===== src/rtl/lsu_multicycle.sv =====
// Multi-cycle RV64 load/store unit between the execute stage and a handshaked memory port.
// Handles access sizing, byte-lane steering, load extension, misalignment and bus timeout.
module lsu_multicycle #(
   parameter int XLEN           = 64,
   parameter int TIMEOUT_CYCLES = 256,
   parameter int CNT_W          = 9
) (
   input  logic            clk,
   input  logic            rst,
   input  logic            req_valid,
   output logic            req_ready,
   input  logic            req_we,
   input  logic [2:0]      req_op,
   input  logic [XLEN-1:0] req_addr,
   input  logic [XLEN-1:0] req_wdata,
   output logic            resp_valid,
   input  logic            resp_ready,
   output logic [XLEN-1:0] resp_rdata,
   output logic [1:0]      resp_err,
   output logic            mem_req,
   output logic            mem_we,
   output logic [XLEN-1:0] mem_addr,
   output logic [XLEN-1:0] mem_wdata,
   output logic [7:0]      mem_wmask,
   input  logic            mem_gnt,
   input  logic            mem_rvalid,
   input  logic [XLEN-1:0] mem_rdata
);

   typedef enum logic [1:0] {S_IDLE, S_REQ, S_WAIT, S_RESP} state_t;

   localparam logic [CNT_W-1:0] CNT_LIM = CNT_W'(TIMEOUT_CYCLES - 1);

   state_t            r_state;
   state_t            w_state_nxt;
   logic              r_we;
   logic [2:0]        r_op;
   logic [2:0]        r_sh;
   logic [XLEN-1:0]   r_addr;
   logic [XLEN-1:0]   r_wdata;
   logic [7:0]        r_wmask;
   logic [XLEN-1:0]   r_rdata;
   logic [1:0]        r_err;
   logic [CNT_W-1:0]  r_cnt;
   logic              w_bad;
   logic              w_lim;
   logic              w_capture;
   logic              w_timeout;

   function automatic logic [7:0] lane_mask(input logic [1:0] sz, input logic [2:0] sh);
      logic [7:0] m;
      case (sz)
         2'd0:    m = 8'h01;
         2'd1:    m = 8'h03;
         2'd2:    m = 8'h0F;
         default: m = 8'hFF;
      endcase
      return m << sh;
   endfunction

   function automatic logic is_bad(input logic [2:0] op, input logic [2:0] a);
      logic bad;
      case (op[1:0])
         2'd0:    bad = 1'b0;
         2'd1:    bad = a[0];
         2'd2:    bad = |a[1:0];
         default: bad = |a;
      endcase
      return bad || (op == 3'b111);
   endfunction

   // Selected lane is moved to bit 0, then sign- or zero-extended by op[2].
   function automatic logic [XLEN-1:0] load_ext(input logic [2:0] op, input logic [2:0] sh,
                                                input logic [XLEN-1:0] d);
      logic [XLEN-1:0] raw;
      logic [XLEN-1:0] res;
      raw = d >> {sh, 3'b000};
      case (op)
         3'b000:  res = {{(XLEN-8){raw[7]}}, raw[7:0]};
         3'b001:  res = {{(XLEN-16){raw[15]}}, raw[15:0]};
         3'b010:  res = {{(XLEN-32){raw[31]}}, raw[31:0]};
         3'b100:  res = {{(XLEN-8){1'b0}}, raw[7:0]};
         3'b101:  res = {{(XLEN-16){1'b0}}, raw[15:0]};
         3'b110:  res = {{(XLEN-32){1'b0}}, raw[31:0]};
         default: res = raw;
      endcase
      return res;
   endfunction

   assign w_bad = is_bad(req_op, req_addr[2:0]);
   assign w_lim = (r_cnt == CNT_LIM);

   always_comb begin
      w_state_nxt = r_state;
      w_capture   = 1'b0;
      w_timeout   = 1'b0;
      case (r_state)
         S_IDLE: begin
            if (req_valid) w_state_nxt = w_bad ? S_RESP : S_REQ;
         end
         // Completion is tested before the limit so a same-cycle finish still reports ok.
         S_REQ: begin
            if (mem_gnt && (r_we || mem_rvalid)) begin
               w_state_nxt = S_RESP;
               w_capture   = !r_we;
            end else if (w_lim) begin
               w_state_nxt = S_RESP;
               w_timeout   = 1'b1;
            end else if (mem_gnt) begin
               w_state_nxt = S_WAIT;
            end
         end
         S_WAIT: begin
            if (mem_rvalid) begin
               w_state_nxt = S_RESP;
               w_capture   = 1'b1;
            end else if (w_lim) begin
               w_state_nxt = S_RESP;
               w_timeout   = 1'b1;
            end
         end
         S_RESP: begin
            if (resp_ready) w_state_nxt = S_IDLE;
         end
         default: w_state_nxt = S_IDLE;
      endcase
   end

   always_ff @(posedge clk) begin
      if (rst) begin
         r_state <= S_IDLE;
         r_we    <= 1'b0;
         r_op    <= 3'b000;
         r_sh    <= 3'b000;
         r_addr  <= '0;
         r_wdata <= '0;
         r_wmask <= 8'h00;
         r_rdata <= '0;
         r_err   <= 2'b00;
         r_cnt   <= '0;
      end else begin
         r_state <= w_state_nxt;
         if (r_state == S_IDLE && req_valid) begin
            r_we    <= req_we && !w_bad;
            r_op    <= req_op;
            r_sh    <= req_addr[2:0];
            r_addr  <= {req_addr[XLEN-1:3], 3'b000};
            r_wdata <= req_wdata << {req_addr[2:0], 3'b000};
            r_wmask <= req_we ? lane_mask(req_op[1:0], req_addr[2:0]) : 8'h00;
            r_rdata <= '0;
            r_err   <= w_bad ? 2'b01 : 2'b00;
            r_cnt   <= '0;
         end
         if (r_state == S_REQ || r_state == S_WAIT) r_cnt <= r_cnt + CNT_W'(1);
         if (w_capture) r_rdata <= load_ext(r_op, r_sh, mem_rdata);
         if (w_timeout) r_err <= 2'b10;
      end
   end

   assign req_ready  = (r_state == S_IDLE);
   assign resp_valid = (r_state == S_RESP);
   assign resp_rdata = r_rdata;
   assign resp_err   = r_err;
   assign mem_req    = (r_state == S_REQ);
   assign mem_we     = r_we;
   assign mem_addr   = r_addr;
   assign mem_wdata  = r_wdata;
   assign mem_wmask  = r_wmask;

endmodule


===== config.mk =====
export PLATFORM = sky130hd
export DESIGN_NAME = lsu_multicycle
export DESIGN_NICKNAME = d
export VERILOG_FILES = /design/src/rtl/lsu_multicycle.sv
export SDC_FILE = /design/constraint.sdc
export NUM_CORES = 1
export LEC_CHECK = 0
export CAP_MARGIN = 5
export CORE_MARGIN = 4
export CORE_UTILIZATION = 41
export CTS_BUF_LIST = sky130_fd_sc_hd__clkbuf_4 sky130_fd_sc_hd__clkbuf_8 sky130_fd_sc_hd__clkbuf_16
export DETAILED_ROUTE_END_ITERATION = 8
export GPL_ROUTABILITY_DRIVEN = 0
export GPL_TIMING_DRIVEN = 0
export HOLD_SLACK_MARGIN = 0.03
export PLACE_DENSITY_LB_ADDON = 0.1
export SYNTH_ARGS = -nofsm -noshare
export SYNTH_HDL_FRONTEND = slang
export SYNTH_SLANG_ARGS = --single-unit

===== constraint.sdc =====
create_clock -name clk -period 2.1 [get_ports clk]
set_input_delay 0.315 -clock clk [delete_from_list [all_inputs] [get_ports clk]]
set_output_delay 0.315 -clock clk [all_outputs]
set_load 0.005 [all_outputs]

## After elaboration in Yosys (flattened, before gate mapping)

Cells that the tools add are included.

- Register bits: 217
- Bits in latches: 0
- RAM bits: 0
- Bits in read-only memories: 0
- Word-level logic and storage cells: 78
- Memories kept: 0

- Add/sub/neg operators: 1
- Multiply operators: 0
- Div/mod/pow operators: 0
- Order comparisons: 0
- Equality and inequality tests: 16
- Shift operators: 3
- Mux-type cells: 29
- Bitwise operators: 0
- Reductions and logical operators: 18

Operators with widths:

| cell | number |
|---|---|
| $pmux W64 S6 | 1 |
| $mux W64 | 2 |
| $shl A64 B6 Y64 | 1 |
| $shr A64 B6 Y64 | 1 |
| $mux W8 | 3 |
| $pmux W8 S3 | 1 |
| $mux W2 | 10 |
| $mux W9 | 2 |
| $eq A3 B3 Y1 const B | 4 |
| $add A9 B1 Y9 const B | 1 |
| $eq A9 B8 Y1 const B | 1 |
| $pmux W2 S4 | 1 |
| $shl A8 B3 Y8 | 1 |
| $eq A2 B2 Y1 const B | 3 |
| $mux W1 | 6 |
| $reduce_bool A2 Y1 | 3 |
| $eq A2 B1 Y1 const B | 2 |
| $logic_not A2 Y1 | 2 |
| $ne A4 B1 Y1 const B | 1 |
| $pmux W1 S2 | 2 |
| $reduce_and A4 Y1 | 1 |
| $reduce_or A2 Y1 | 2 |
| $eq A3 B1 Y1 const B | 1 |
| $eq A3 B2 Y1 const B | 1 |
| other kinds (9) | 14 |

## Logic depth before layout (Yosys ltp)

Gate-level depths: netlist (run 1).

- Word-level depth: 6
- Mapped depth: 9
- Depth with buffers taken out: 9

## Worst setup path before layout (run 1)

Ideal clock, no wire load.

- Path type: register to register
- Start point: register r_sh[1]
- End point: register r_rdata[32], in the netlist resp_rdata[32]
- Setup time: 124 ps
- Arrival time: 1,974 ps
- Path slack: 2 ps
- Stages on the path, launching flop included: 7
- Path through: dfxtp_1 mux2_2 mux4_2 and3_4 o31ai_4 buf_6 o21ai_1

- Longest elaborated chain between the ends: 3

RTL lines:

| what | line | text |
|---|---|---|
| from (decl) | 38 | `logic [2:0] r_sh;` |
| from (signal assigned) | 146 | `r_sh <= req_addr[2:0];` |
| $shr A64 B6 Y64 | 77 | `raw = d >> {sh, 3'b000};` |
| $pmux W64 S6 | 78 | `case (op)` |
| $mux W64 | 155 | `if (w_capture) r_rdata <= load_ext(r_op, r_sh, mem_rdata);` |
| to (signal assigned) | 155 |  |
| to (decl) | 42 | `logic [XLEN-1:0] r_rdata;` |

Every way passes these cells.
A chain may end at the register's enable or synchronous reset.

## Worst setup path in the final report (run 1)

- Start point: register r_sh[2]
- End point: register r_rdata[48], in the netlist resp_rdata[48]

The elaborated chain is that of the path after synthesis.

==> results.toml, run 1 <==
[layout]
post-route-util_pct = 63.2
seq_area_um2 = 4360
nNetsFinal = 1997
n_fill_cell = 2390
final_common_cell = "clkdlybuf4s50_1"
final_cell_mix = "clkdlybuf4s50_1 (399), dfxtp_1 (210), nand2_1 (198)"
multi_input_area_um2 = 6610
layout-drive-gt1-share_pct = 15.1
area_delta_synth_final_pct = 51.2

[floorplanning]
die-area_um2 = 30300
io_pins = 408
die_width_um = 174
initial_core_util_pct = 41.8
coreArea_um2 = 27000
rows = 60
die_h_um = 174

[pwr]
vdd_drop_max_uv = 566
leakage_nw = 6.18
powerDensity_nw_per_um2 = 918

[synthesis]
synth.distinct_cells = 56
synth-compound-area-share_pct = 23.2
synthXorXnorAreaFrac_pct = 0
yosys.area_share.adder_pct = 0.664
yosysWarnings = 0
synth-simple-area-share_pct = 17.1
synth-edff-count = 0
ys.flop_type = "dfxtp_1"
async_flop_share_pct = 0
avgSynthCellArea_um2 = 8.40
netlist_area_um2 = 11300
synth_top_family_by_area = "compound AO/OA/AOI/OAI gates"
synthCells = 1346
seq_area_frac_synth_pct = 38.4
ys_ff_latch = 217
muxShareOfSynthArea_pct = 15.3

[route]
drt_wl_total_mm = 48.7
vias = 12800
ant_nets = 0
wl_per_cell_um = 22.7
firstDrtPassIters = 5
via_per_inst = 5.94
drc_errors = 0
drt-initial-drc-count = 1118

[critical_path]
cpLargestDelayFamily = "simple AND/OR/NAND/NOR gates"
crit_fanout = 10
cpMostUsedCell = "buf_4"
critPathSlowestCell = "nor4_4"
max_stage_delay_ps = 460
cp-start-kind = "register"
crit_required_ps = 2560
cp.arrival_ps = 2540
path_cells = "buf_4, nand2_1, o22ai_2, nor4_4, o31ai_4, buf_6, buf_4, o21ai_0"
cp.buffers_inverters = 3
crit_type = "reg -> reg"
endpoint_kind = "register"

[grt]
grt_pass1_wl_mm = 73.0
grt_usage_pct = 30.2
antenna_found_initial = 2
grt_pass1_vias = 12100
grt_start_max_net_pins = 13
grt-ovfl-total = 0

[cts]
cts_buffers = 24
h-tree-depth = 1
cts_tree = "done"
clock_path_buffers = 3
clock_latency_ps = 530
cts.hold.buffers_added = 0
clk_pin_slew_ps = 60
numClockSinks = 217
root_buffer = "clkbuf_16"

[sta]
fin_crit_ps = 2090
min_period_over_period_pct = 99.3
worst_slew_pin_slew_ps = 868
whs_ps = 326
fmax_mhz = 480
grt_setup_unrepaired = "true"
finClkSkew_ps = 18.0
setup-violations-final = 0
report.final.slew_viol_count = 0
final-hold-violation-count = 0
timing.slew.headroom_pct = 41.6

[min_path]
hp-class = "in -> reg"

[placement]
io_buffers = 400
dp_hpwl_mm = 37.4

[job]
maxCapViolCount = 0

[status]
status = "complete, no violations"
[power breakdown]
group / internal (mW) / switching, mW / total (mW)
combinational: 2.99 / 3.41 / 6.40
clock: 2.46 / 1.71 / 4.17
sequential: 4.73 / 0.390 / 5.12
total: 10.2 / 5.51 / 15.7
[cell usage after synthesis (4+ instances only)]
master,n,area (um2)
mux2_2,47,529
nor2_1,132,495
mux2i_1,50,500
nand2b_1,8,50.1
o21ai_1,13,65.1
and2_1,5,31.3
nand3_1,11,55.1
buf_2,19,95.1
nor3_1,25,125
a311oi_1,17,149
o22ai_1,4,25.0
buf_1,13,48.8
o21ai_2,9,78.8
o21ai_0,43,215
inv_1,15,56.3
and3_1,5,31.3
a221oi_1,16,140
mux4_2,30,676
o32a_1,7,70.1
a211oi_1,68,510
nor4_1,12,75.1
clkbuf_1,93,349
ha_1,6,75.1
dfxtp_1,217,4340
nor2b_1,29,181
nand3b_1,7,52.6
o21a_1,6,45.0
nand2_1,198,743
a21oi_1,167,836
a22oi_1,26,195
o221a_2,7,78.8
[worst paths after layout]
check | startpoint | endpoint | slack, ps | depth (start not counted)
worst max-delay path | r_sh[2] | resp_rdata[48] | 10 | 8
worst min-delay path | req_addr[23] | mem_addr[23] | 330 | 3
worst max register to register | r_sh[2] | resp_rdata[48] | 10 | 8
worst min register to register | mem_addr[23] | mem_addr[23] | 450 | 2
[timing repair]
action,in CTS,in global routing
buffers inserted,8,8
gates resized for setup,91,76
cloned,1,1
setup endpoints to repair,216,162
pin swaps,5,9
[worst register-to-register path, stage by stage (launching register included)]
cell     delay (ps)
dfxtp_2         370
buf_4           190
nand2_1         230
o22ai_2         170
nor4_4          460
o31ai_4         130
buf_6           160
buf_4           150
o21ai_0         160
[stage by stage]
stage | power, mW | cells | setup TNS (ps) | instance area, um2 | worst slack (ps)
after floorplan | 8.18 | 1348 | 0 | 11300 | 2.26
after global placement | 10.9 | 2089 | -107910 | 15700 | -701
after detailed placement | 11.0 | 2089 | -112700 | 15700 | -702
after CTS | 15.5 | 2135 | -9.80 | 16800 | -9.80
after global routing | 16.4 | 2145 | -681 | 17100 | -103
final | 15.7 | 2146 | 0 | 17100 | 14.7
[sequential cells by signal, summed over array words and instances (netlist names)]
register,flops
r_sh,3
r_op,3
mem_we,1
r_cnt,9
mem_wmask,8
r_state,2
mem_addr,61
resp_err,2
mem_wdata,64
resp_rdata,64
[kinds of logic (layout without fill, tap and decap cells)]
group                    count (synthesis)  count (layout)
AND/OR/NAND/NOR                        442             442
AO/OA/AOI/OAI                          406             406
flip-flops                             217             217
buffers and inverters                  145             600
multiplexers                           129             129
adder cells (fa/ha/maj)                  6               6
other                                    1               5
[routing by layer]
metal | track usage [%] | vias up | share of wire [%]
li1 | - | 5750 | -
met1 | 37.7 | 6029 | 38
met2 | 50.4 | 790 | 47
met3 | 6.22 | 186 | 9.0
met4 | 13.4 | 0 | 5.8
met5 | 0 | - | 0
[cell type report]
type | instances | area share (%)
Antenna cell | 2 | 0.0293
Tap cell | 341 | 2.50
Clock inverter | 6 | 0.410
Multi-Input combinational cell | 986 | 38.7
Buffer | 127 | 4.00
Inverter | 15 | 0.329
Clock buffer | 34 | 4.14
Timing Repair Buffer | 418 | 24.4
Sequential cell | 217 | 25.5
No activity file was read; power rests on OpenSTA's default activity.
==> inputs of run 2 (changes only) <==
- CTS_CLUSTER_DIAMETER: unset -> 200
- REMOVE_ABC_BUFFERS: unset -> 1
==> results.toml, run 2 (same netlist as run 1, synthesis figures left out) <==
[status]
status = "complete, but fails checks"
violations = "setup timing"

[grt]
grt_pass1_vias = 11500
grt_pass1_wl_mm = 66.6
grt_usage_pct = 27.0
grt_start_max_net_pins = 113
antenna_found_initial = 3
grt-ovfl-total = 0

[critical_path]
cp.arrival_ps = 2740
critPathSlowestCell = "mux4_2"
cp-start-kind = "register"
r2r-start = "r_sh[1]"
cp-startpoint = "r_sh[1]"
cp.buffers_inverters = 4
endpoint_kind = "register"
crit_required_ps = 2510
cpMostUsedCell = "buf_12"
crit_fanout = 7
path_cells = "buf_12, mux2_4, mux4_2, and3_4, o31ai_4, buf_6, buf_12, clkbuf_16, o21ai_2"
crit_type = "reg -> reg"
max_stage_delay_ps = 480
cpLargestDelayFamily = "multiplexers"

[sta]
fin_crit_ps = 2340
finClkSkew_ps = 12.4
grt_setup_unrepaired = "true"
report.final.slew_viol_count = 0
timing.slew.headroom_pct = 34.1
fmax_mhz = 428
final-hold-violation-count = 0
setup-violations-final = 48
worst_slew_pin_slew_ps = 983
setup_ws_ps = -236
whs_ps = 216
min_period_over_period_pct = 111

[placement]
dp_hpwl_mm = 27.8
io_buffers = 404

[layout]
nNetsFinal = 1925
final_common_cell = "clkdlybuf4s50_1"
final_cell_mix = "clkdlybuf4s50_1 (400), dfxtp_1 (209), nand2_1 (196)"
area_delta_synth_final_pct = 53.3
layout-drive-gt1-share_pct = 15.3

[min_path]
hp-class = "in -> reg"
hp-start = "rst"

[floorplanning]
die_h_um = 174
coreArea_um2 = 27000
io_pins = 408
initial_core_util_pct = 41.8
die_width_um = 174
die-area_um2 = 30300
rows = 60

[route]
wl_per_cell_um = 21.1
vias = 11900
firstDrtPassIters = 5
drc_errors = 0
drt-initial-drc-count = 937
drt_wl_total_mm = 43.8
via_per_inst = 5.71
ant_nets = 0

[cts]
clock_latency_ps = 520
clk_pin_slew_ps = 60
h-tree-depth = 1
cts_tree = "done"
root_buffer = "clkbuf_16"
clock_path_buffers = 3
numClockSinks = 217
cts.hold.buffers_added = 0
cts_buffers = 25

[pwr]
totalPowerFinal_mw = 16.3
leakage_nw = 6.24
powerDensity_nw_per_um2 = 942
vdd_drop_max_uv = 511

[job]
maxCapViolCount = 0
## run 2: cell count changes in the layout (fill, tap and decap cells not counted), moves of 9 or more
cell      before  now
buf_12         0    9
buf_2         13    1
buf_4         23   34
clkbuf_1      49    0
clkbuf_2      27    0
clkbuf_4      18    7
o21ai_0       40   31
o21ai_1        6   15
## run 2: cell type report
| cell class | instances | area, um2 |
|---|---|---|
| well taps | 341 | 427 |
| clock inverters | 7 | 91.3 |
| diodes | 2 | 5.00 |
| clock buffers | 36 | 733 |
| repair inverters | 1 | 5.00 |
| flip-flops and latches | 217 | 4370 |
| repair buffers | 468 | 4950 |
| inverters | 15 | 63.8 |
| multi-input cells | 989 | 6680 |
| fillers | 2281 | 9700 |
## run 2: stage by stage
stage | utilization (%) | setup TNS (ps) | instances | area, um2 | setup WS, ps
CTS | 63.1 | -3560 | 2060 | 17000 | -128
global placement | 56.4 | -1113340 | 1963 | 15200 | -9560
floorplan | - | -383570 | 1218 | 10800 | -2650
global route | 64.1 | -10590 | 2076 | 17300 | -270
finish | 64.1 | -8390 | 2076 | 17300 | -236
detailed placement | 57.6 | -78790 | 1977 | 15600 | -983
## run 2: what timing repair did
action	CTS	global route
buffers inserted	31	14
gates cloned	9	2
pin swaps	8	20
setup endpoints to repair	159	68
resized for setup	42	44
endpoints found under the hold margin	0	0
## run 2: per-layer routing
layer | global-route usage (%) | wire [um]
met2 | 44.0 | 20300
met4 | 9.24 | 1600
met5 | 0 | 13
met1 | 34.6 | 18000
met3 | 7.70 | 3880
## run 2: report_power, final
part           switching, mW  internal, mW
Clock                   1.77          2.66
Combinational           3.43          3.33
Sequential             0.403          4.74
## run 2: worst paths after layout
kind | cells after the start | slack, ps | to
worst max register to register | 9 | -240 | resp_rdata[57]
worst min register to register | 2 | 450 | resp_rdata[33]
worst max-delay path | 9 | -240 | resp_rdata[57]
worst min-delay path | 2 | 220 | mem_wdata[5]
## run 2: worst register-to-register path: cells and delay by family (launching register included)
kind            cells  cell delay [ps]
mux                 2              790
flops               1              360
simple gates        1              220
compound gates      2              300
buf+inv             4              550
